<file path="config.mk">
export PLATFORM = sky130hd
export DESIGN_NAME = quad_encoder_emulator
export DESIGN_NICKNAME = d
export VERILOG_FILES = /design/src/rtl/quad_encoder_emulator.sv
export SDC_FILE = /design/constraint.sdc
export NUM_CORES = 1
export LEC_CHECK = 0
export BUFFER_PORTS_ARGS = -buffer_cell sky130_fd_sc_hd__buf_2
export CAP_MARGIN = 20
export CORE_ASPECT_RATIO = 0.8
export CORE_UTILIZATION = 50
export CTS_CLUSTER_SIZE = 10
export DETAILED_ROUTE_END_ITERATION = 10
export HOLD_SLACK_MARGIN = 0.1
export PLACE_DENSITY = 0.76
export REMOVE_ABC_BUFFERS = 1
export SETUP_SLACK_MARGIN = 0.5
export SLEW_MARGIN = 20
export SYNTH_ARGS = -nofsm -noshare
export SYNTH_HDL_FRONTEND = slang
export SYNTH_SLANG_ARGS = --single-unit
</file>
<file path="constraint.sdc">
create_clock -name CLK -period 6.47 [get_ports CLK]
set_input_delay 1.941 -clock CLK [delete_from_list [all_inputs] [get_ports CLK]]
set_output_delay 1.941 -clock CLK [all_outputs]
set_load 0.02 [all_outputs]
</file>
<file path="src/rtl/quad_encoder_emulator.sv">
// Quadrature A/B/index generator that walks an emulated position toward a
// signed target, one count per STEP_DIV-cycle tick.
module quad_encoder_emulator #(
    parameter int WIDTH    = 24,
    parameter int STEP_DIV = 100,
    parameter int CPR      = 2048
) (
    input  logic                    CLK,
    input  logic                    reset,
    input  logic                    enable,
    input  logic signed [WIDTH-1:0] target,
    input  logic                    load,
    output logic                    quadA,
    output logic                    quadB,
    output logic                    index,
    output logic signed [WIDTH-1:0] position,
    output logic                    busy
);
    localparam int TW = (STEP_DIV > 2) ? $clog2(STEP_DIV) : 1;
    localparam int PW = $clog2(CPR);
    localparam logic [TW-1:0] TIMER_LAST = TW'(STEP_DIV - 1);
    localparam logic [PW-1:0] PHASE_LAST = PW'(CPR - 1);

    logic [TW-1:0]          timer;
    logic [PW-1:0]          phase;
    logic                   tick;
    logic signed [WIDTH:0]  diff;
    logic                   step_fwd;
    logic                   step_rev;
    logic signed [WIDTH-1:0] pos_nxt;
    logic [PW-1:0]          phase_nxt;
    logic                   a_nxt;
    logic                   b_nxt;

    always_comb begin
        tick = enable && (timer == TIMER_LAST);
        // Sign-extended difference keeps the compare correct at the extremes
        diff = {target[WIDTH-1], target} - {position[WIDTH-1], position};
        step_fwd = tick && !diff[WIDTH] && (diff != '0);
        step_rev = tick && diff[WIDTH];

        pos_nxt   = position;
        phase_nxt = phase;
        a_nxt     = quadA;
        b_nxt     = quadB;
        if (load) begin
            pos_nxt   = target;
            phase_nxt = '0;
        end else if (step_fwd) begin
            pos_nxt   = position + 1'b1;
            phase_nxt = (phase == PHASE_LAST) ? '0 : phase + 1'b1;
            // 00 -> 10 -> 11 -> 01 -> 00 : A leads B
            unique case ({quadA, quadB})
                2'b00: begin a_nxt = 1'b1; b_nxt = 1'b0; end
                2'b10: begin a_nxt = 1'b1; b_nxt = 1'b1; end
                2'b11: begin a_nxt = 1'b0; b_nxt = 1'b1; end
                default: begin a_nxt = 1'b0; b_nxt = 1'b0; end
            endcase
        end else if (step_rev) begin
            pos_nxt   = position - 1'b1;
            phase_nxt = (phase == '0) ? PHASE_LAST : phase - 1'b1;
            unique case ({quadA, quadB})
                2'b00: begin a_nxt = 1'b0; b_nxt = 1'b1; end
                2'b01: begin a_nxt = 1'b1; b_nxt = 1'b1; end
                2'b11: begin a_nxt = 1'b1; b_nxt = 1'b0; end
                default: begin a_nxt = 1'b0; b_nxt = 1'b0; end
            endcase
        end
    end

    always_ff @(posedge CLK) begin
        if (reset) begin
            timer    <= '0;
            phase    <= '0;
            position <= '0;
            quadA    <= 1'b0;
            quadB    <= 1'b0;
            index    <= 1'b1;
            busy     <= 1'b0;
        end else begin
            if (load || !enable || tick)
                timer <= '0;
            else
                timer <= timer + 1'b1;
            // All observable outputs move together on the same edge
            phase    <= phase_nxt;
            position <= pos_nxt;
            quadA    <= a_nxt;
            quadB    <= b_nxt;
            index    <= (phase_nxt == '0);
            busy     <= enable && (pos_nxt != target);
        end
    end
endmodule
</file>
# Word-level counts from Yosys, hierarchy flattened
# Index checks and enable logic that the tools add are counted.
dict set report word_totals {
  inputBits 28
  elab_cells 56
  register_bits 46
  output_inout_bits 28
}
dict set report classes {
  n_bitwise 1
  reduce_logical 20
  muxes 16
  n_eq_ne 6
  add_sub_neg 6
}
# cell count
set op_table {}
lappend op_table {{$mux W24} 3}
lappend op_table {{$mux W11} 5}
lappend op_table {{$reduce_bool A25 Y1} 1}
lappend op_table {{$sub A24 B24 Y25} 1}
lappend op_table {{$add A24 B1 Y24 const B} 1}
lappend op_table {{$ne A24 B24 Y1} 1}
lappend op_table {{$sub A24 B1 Y24 const B} 1}
lappend op_table {{$logic_not A11 Y1} 2}
lappend op_table {{$add A11 B1 Y11 const B} 1}
lappend op_table {{$eq A11 B11 Y1 const B} 1}
lappend op_table {{$sub A11 B1 Y11 const B} 1}
lappend op_table {{$reduce_or A2 Y1} 5}
lappend op_table {{$mux W1} 8}
lappend op_table {{$add A7 B1 Y7 const B} 1}
lappend op_table {{$eq A7 B7 Y1 const B} 1}
lappend op_table {{$logic_and A1 B1 Y1} 5}
lappend op_table {{$eq A2 B2 Y1 const B} 2}
lappend op_table {{$eq A2 B1 Y1 const B} 1}
lappend op_table {{$logic_not A1 Y1} 2}
lappend op_table {{$logic_not A2 Y1} 1}
lappend op_table {{$logic_or A1 B1 Y1} 2}
lappend op_table {{$reduce_and A2 Y1} 1}
lappend op_table {{$reduce_bool A2 Y1} 1}
lappend op_table {{$not A1 Y1} 1}

# Logic depth before layout (Yosys ltp)
dict set report depth {
  ltp_word 8
  ltp_mapped 20
  ltp_nobuf 16
}

# Least setup slack after synthesis
# No wires, ideal clock.
dict set report synth_timing {
  path_kind {input-to-reg}
  from {input port target[0]}
  to {register busy}
  n_path_buf 0
  setup_ns 0.131
  cell_stages 16
  required_ns 6.339
  setup_slack_ns 0.795
  arrival_ns 5.544
  cell_sequence {inv_1 ha_1 fa_1 nand2_1 a2111o_1 nor4_1 nand3_1 a2111oi_0 nand4_1 nor4_2 a21oi_1 a41oi_1 xnor3_1 or3_1 a2111oi_2 a31oi_1}
}
dict set report synth_between {
  elab_chain_len 8
  word_cells_on_any_way 11
  cone_classes {add/sub: 1; eq/ne: 1; mux: 3; reduce/logical: 6}
}
# element line
set synth_lines {}
lappend synth_lines {{from (decl)} 11} ;# input logic signed [WIDTH-1:0] target,
lappend synth_lines {{parallel branches: the longest is 6 deep, another holds $sub A24 B24 Y25} --}
lappend synth_lines {{$ne A24 B24 Y1 (*)} 91} ;# busy <= enable && (pos_nxt != target);
lappend synth_lines {{$logic_and A1 B1 Y1 (*)} 91}
lappend synth_lines {{to (signal assigned)} 91}
lappend synth_lines {{to (decl)} 17} ;# output logic busy
# Mark *: on every way between the ends.
# A chain may end at the register's enable or synchronous reset.

# Final worst setup path
# Ends and elaborated chain as after synthesis.

==> key figures <==
Setup path
  • CP max-delay cell: or4_4
  • Cell Chain, Critical Path: buf_4 > inv_2 > ha_4 > fa_2 > nor2b_4 > o31ai_4 > a211o_1 > a21oi_2 > or3_4 > a211oi_2 > nand2b_4 > or4_4 > a2111oi_4 > a211oi_2 > or3_4 > a2111oi_4 > a31oi_1
  • Arrival @ worst endpoint: a little over 6 ns
  • CP peak stage delay: 0.57 ns
  • Reg2reg end: busy
  • Worst reg2reg path depth: 14
  • CP max FO: 7
  • Reg2reg setup slack: approximately 1.4 ns
  • Critical Path End Type: flip-flop
  • Worst R2R Start: position[0]
  • Worst path required time: approximately 6.6 ns
  • CP Launch Type: input port
  • WS Path Type: input port to flip-flop

Routing
  • Vias per cell: about 6.6
  • DRT Pass-1 Iters: 6
  • Via count: 7463
  • Post-route ant nets: 0
  • Initial drt markers: between 1000 and 1500
  • Drt drc: 0
  • WL/cell: 20.4 um
  • Drt total wl: between 20000 and 25000 um

Timing
  • Clock skew: 0.00977 ns
  • Setup tns final: 0 ns
  • Tightest Pin Transition: about 0.9 ns
  • Final hold vios: 0
  • Setup-failing EPs final: 0
  • Hold Slack: between 0.4 and 0.5 ns
  • Fin crit share: 92.2%
  • Unrepaired setup endpoints after global routing: false
  • Slew Limit Fails: 0
  • Clock period minus worst slack: a little under 6 ns
  • Setup ws final: between 0.5 and 0.6 ns
  • Max Fclk: 0.168 GHz
  • Worst slew margin: between 30% and 40%

Yosys
  • Multiplexer area fraction after synthesis: between 2 and 2.5%
  • Yosys cell types: 93
  • Complex-gate fraction of the synthesized area: slightly above 30%
  • Fraction of registers with async set/reset: 0%
  • Area share of and/or/nand/nor cells after synthesis: 31.5%
  • Post-synthesis sequential area ratio: 14.6%
  • XOR/XNOR Fraction of Synth Area: 9.48%
  • Largest family of logic cells by synthesized area: simple AND/OR/NAND/NOR gates
  • Post-synth EDFFs: 0
  • Post-synthesis register bit count: 46
  • Adder-cell area share of the yosys netlist: 6.08%
  • Most used DFF post-synth: dfxtp_1
  • Post-Syn Area: around 0.0063 mm^2
  • Syn Inst Count: a little over 900
  • Syn Area/Cell: between 6 and 7 um^2
  • Ys Warns: 0

Clock network
  • Cts bufs inserted: 5
  • Worst skew pair latency: 0.30 ns
  • CTS tree: done
  • H-tree levels: 2
  • Clk sink count: between 40 and 50
  • Clock transition at path regs: approximately 0.07 ns
  • Clk root buf: clkbuf_16
  • Clock buffer depth: 2

Layout
  • N_diodes: 0
  • Multi-input logic area: 0.00529 mm^2
  • Register area: slightly above 900 um^2
  • Fillcell total: 1129
  • Post-layout util: 59.7%
  • Syn-to-layout area delta: 15.8%
  • Layout cells sized above 1: 17.9%
  • Post-route cell area: about 0.0073 mm^2
  • NumNets Final: a little over 1000

Die
  • Starting Density: just over 50%
  • Core area: roughly 0.012 mm^2
  • Die Area: 0.0131 mm^2
  • Boundary pin count: 56
  • Die W: ~130 um
  • Die Ht: slightly above 100 um
  • Rows: 36

Hold path
  • Worst min-delay path class: flip-flop to flip-flop
  • Min-Delay Endpoint: timer[0]
  • Hold_sp: timer[0]
  • Hold path cells: 1

Run
  • Maxcap violations: 0

Pwr
  • Pwr per Cell Area: 143 mW/mm^2
  • Leak: ~2.8 nW
  • Max VDD drop: about 0.0001 V

Placed design
  • I/O Buffers: 55
  • Placed Area: about 0.0068 mm^2
  • DP Worst Slack: 0.0407 ns
  • Post-DP HPWL: between 15000 and 20000 um
  • RePlAce Congestion: 1.04

Global route
  • First-pass GRT wire length: around 35000 um
  • Initial antenna violation count: 0
  • Pin count of the biggest net entering global routing: 44
  • Number of global-route vias before repair: between 6000 and 7000
  • GRT Total Usage: between 30 and 40%
  • Total congestion overflow: 0

Status
  • Outcome: finished clean
per-layer routing:
metal	global-route usage [%]	vias to the layer above	share of wire, %
met4	8.79	0	2.5
met5	0	-	0
met3	6.91	47	12
li1	-	3489	-
met2	49.3	505	40
met1	52.1	3422	46
worst max path at each step:
stage,to,start,cells past startpoint
2_1_floorplan,busy,target[9],13
3_3_place_gp,busy,target[12],15
3_5_place_dp,busy,target[0],18
4_1_cts,busy,target[1],16
5_1_grt,busy,target[0],17
6_report,busy,target[0],17
placed cells by master, fill, tap and decap left out, types with 10 or more instances in the layout:
cell type / count
dfxtp_1: 46
a31oi_1: 11
a21oi_1: 74
nor3_1: 39
ha_1: 24
nor4_1: 14
inv_1: 39
buf_4: 32
a21o_1: 17
mux2i_1: 10
nand3_1: 35
o21ai_0: 36
xnor2_1: 46
nor2_1: 107
buf_2: 54
and3_1: 21
nand4_1: 21
a211oi_1: 13
nand2_1: 69
or3_1: 10
xor2_1: 14
worst max-delay path, delay by kind of cell:
family / cells / cell delay [ns]
AO/OA/AOI/OAI: 8 / 2.14
AND/OR/NAND/NOR: 5 / 1.45
adder cells (fa/ha/maj): 2 / 0.40
buffers and inverters: 2 / 0.19
Yosys cell counts, types with 4 or more instances:
library cell	count	area (um^2)
nor2_1	109	409
a21oi_1	80	400
nand2_1	71	267
xnor2_1	49	429
dfxtp_1	46	921
inv_1	40	150
nor3_1	40	200
o21ai_0	38	190
nand3_1	36	180
clkbuf_1	33	124
ha_1	29	363
and3_1	21	131
nand4_1	21	131
a211oi_1	17	128
a21o_1	17	128
nor4_1	16	100
xor2_1	14	123
or3_1	12	75.1
a31oi_1	11	68.8
mux2i_1	10	100
buf_2	9	45.0
and2_1	8	50.1
o211ai_1	8	60.1
a211o_1	7	61.3
nand2b_1	7	43.8
a41oi_1	6	52.6
nor4b_1	6	52.6
o21ai_1	6	30.0
or4_1	6	45.0
a22oi_1	5	37.5
buf_1	5	18.8
nor2b_1	5	31.3
o21a_1	5	37.5
o22ai_1	5	31.3
o31ai_1	5	37.5
a2111oi_0	4	35.0
and4_1	4	35.0
or2_2	4	25.0
through the flow:
step           power [W]  std cells
4_1_cts          0.00100       1119
2_1_floorplan   0.000594        858
3_3_place_gp    0.000732       1110
5_1_grt          0.00109       1126
3_5_place_dp    0.000732       1110
6_report         0.00104       1126
flip-flops by register name, summed over array words and instances, names as in the netlist:
register and cells:
index 1, quadA 1, position 24, timer 7, quadB 1, busy 1
phase 11
what timing repair did:
item                       in CTS  in global routing
setup endpoints to repair       1                  3
hold buffers                    0                  0
buffers inserted                1                  7
resized for setup               7                 46
pin swaps                       3                 20
area by class of cell:
cell class	instances	share of cell area [%]
clock buffer	5	1.72
tap	171	2.93
clock inverter	3	0.292
timing repair buffer	89	7.82
multi-input combinational	771	72.5
inverter	41	2.11
sequential	46	12.6
power by group:
| group | switching [W] | total (W) | internal, W |
|---|---|---|---|
| logic | 0.000289 | 0.000463 | 0.000174 |
| registers | 0.0000230 | 0.000315 | 0.000292 |
| clock network | 0.000120 | 0.000264 | 0.000143 |
| total | 0.000433 | 0.00104 | 0.000609 |
kinds of logic after synthesis:
family | after synthesis
AOI/OAI and AO/OA | 275
adders and majority gates | 30
muxes | 13
buffers and inverters | 91
xor gates and xnor gates | 65
DFF | 46
and+or+nand+nor | 388
Note: power is estimated with default switching activity, not from simulation.
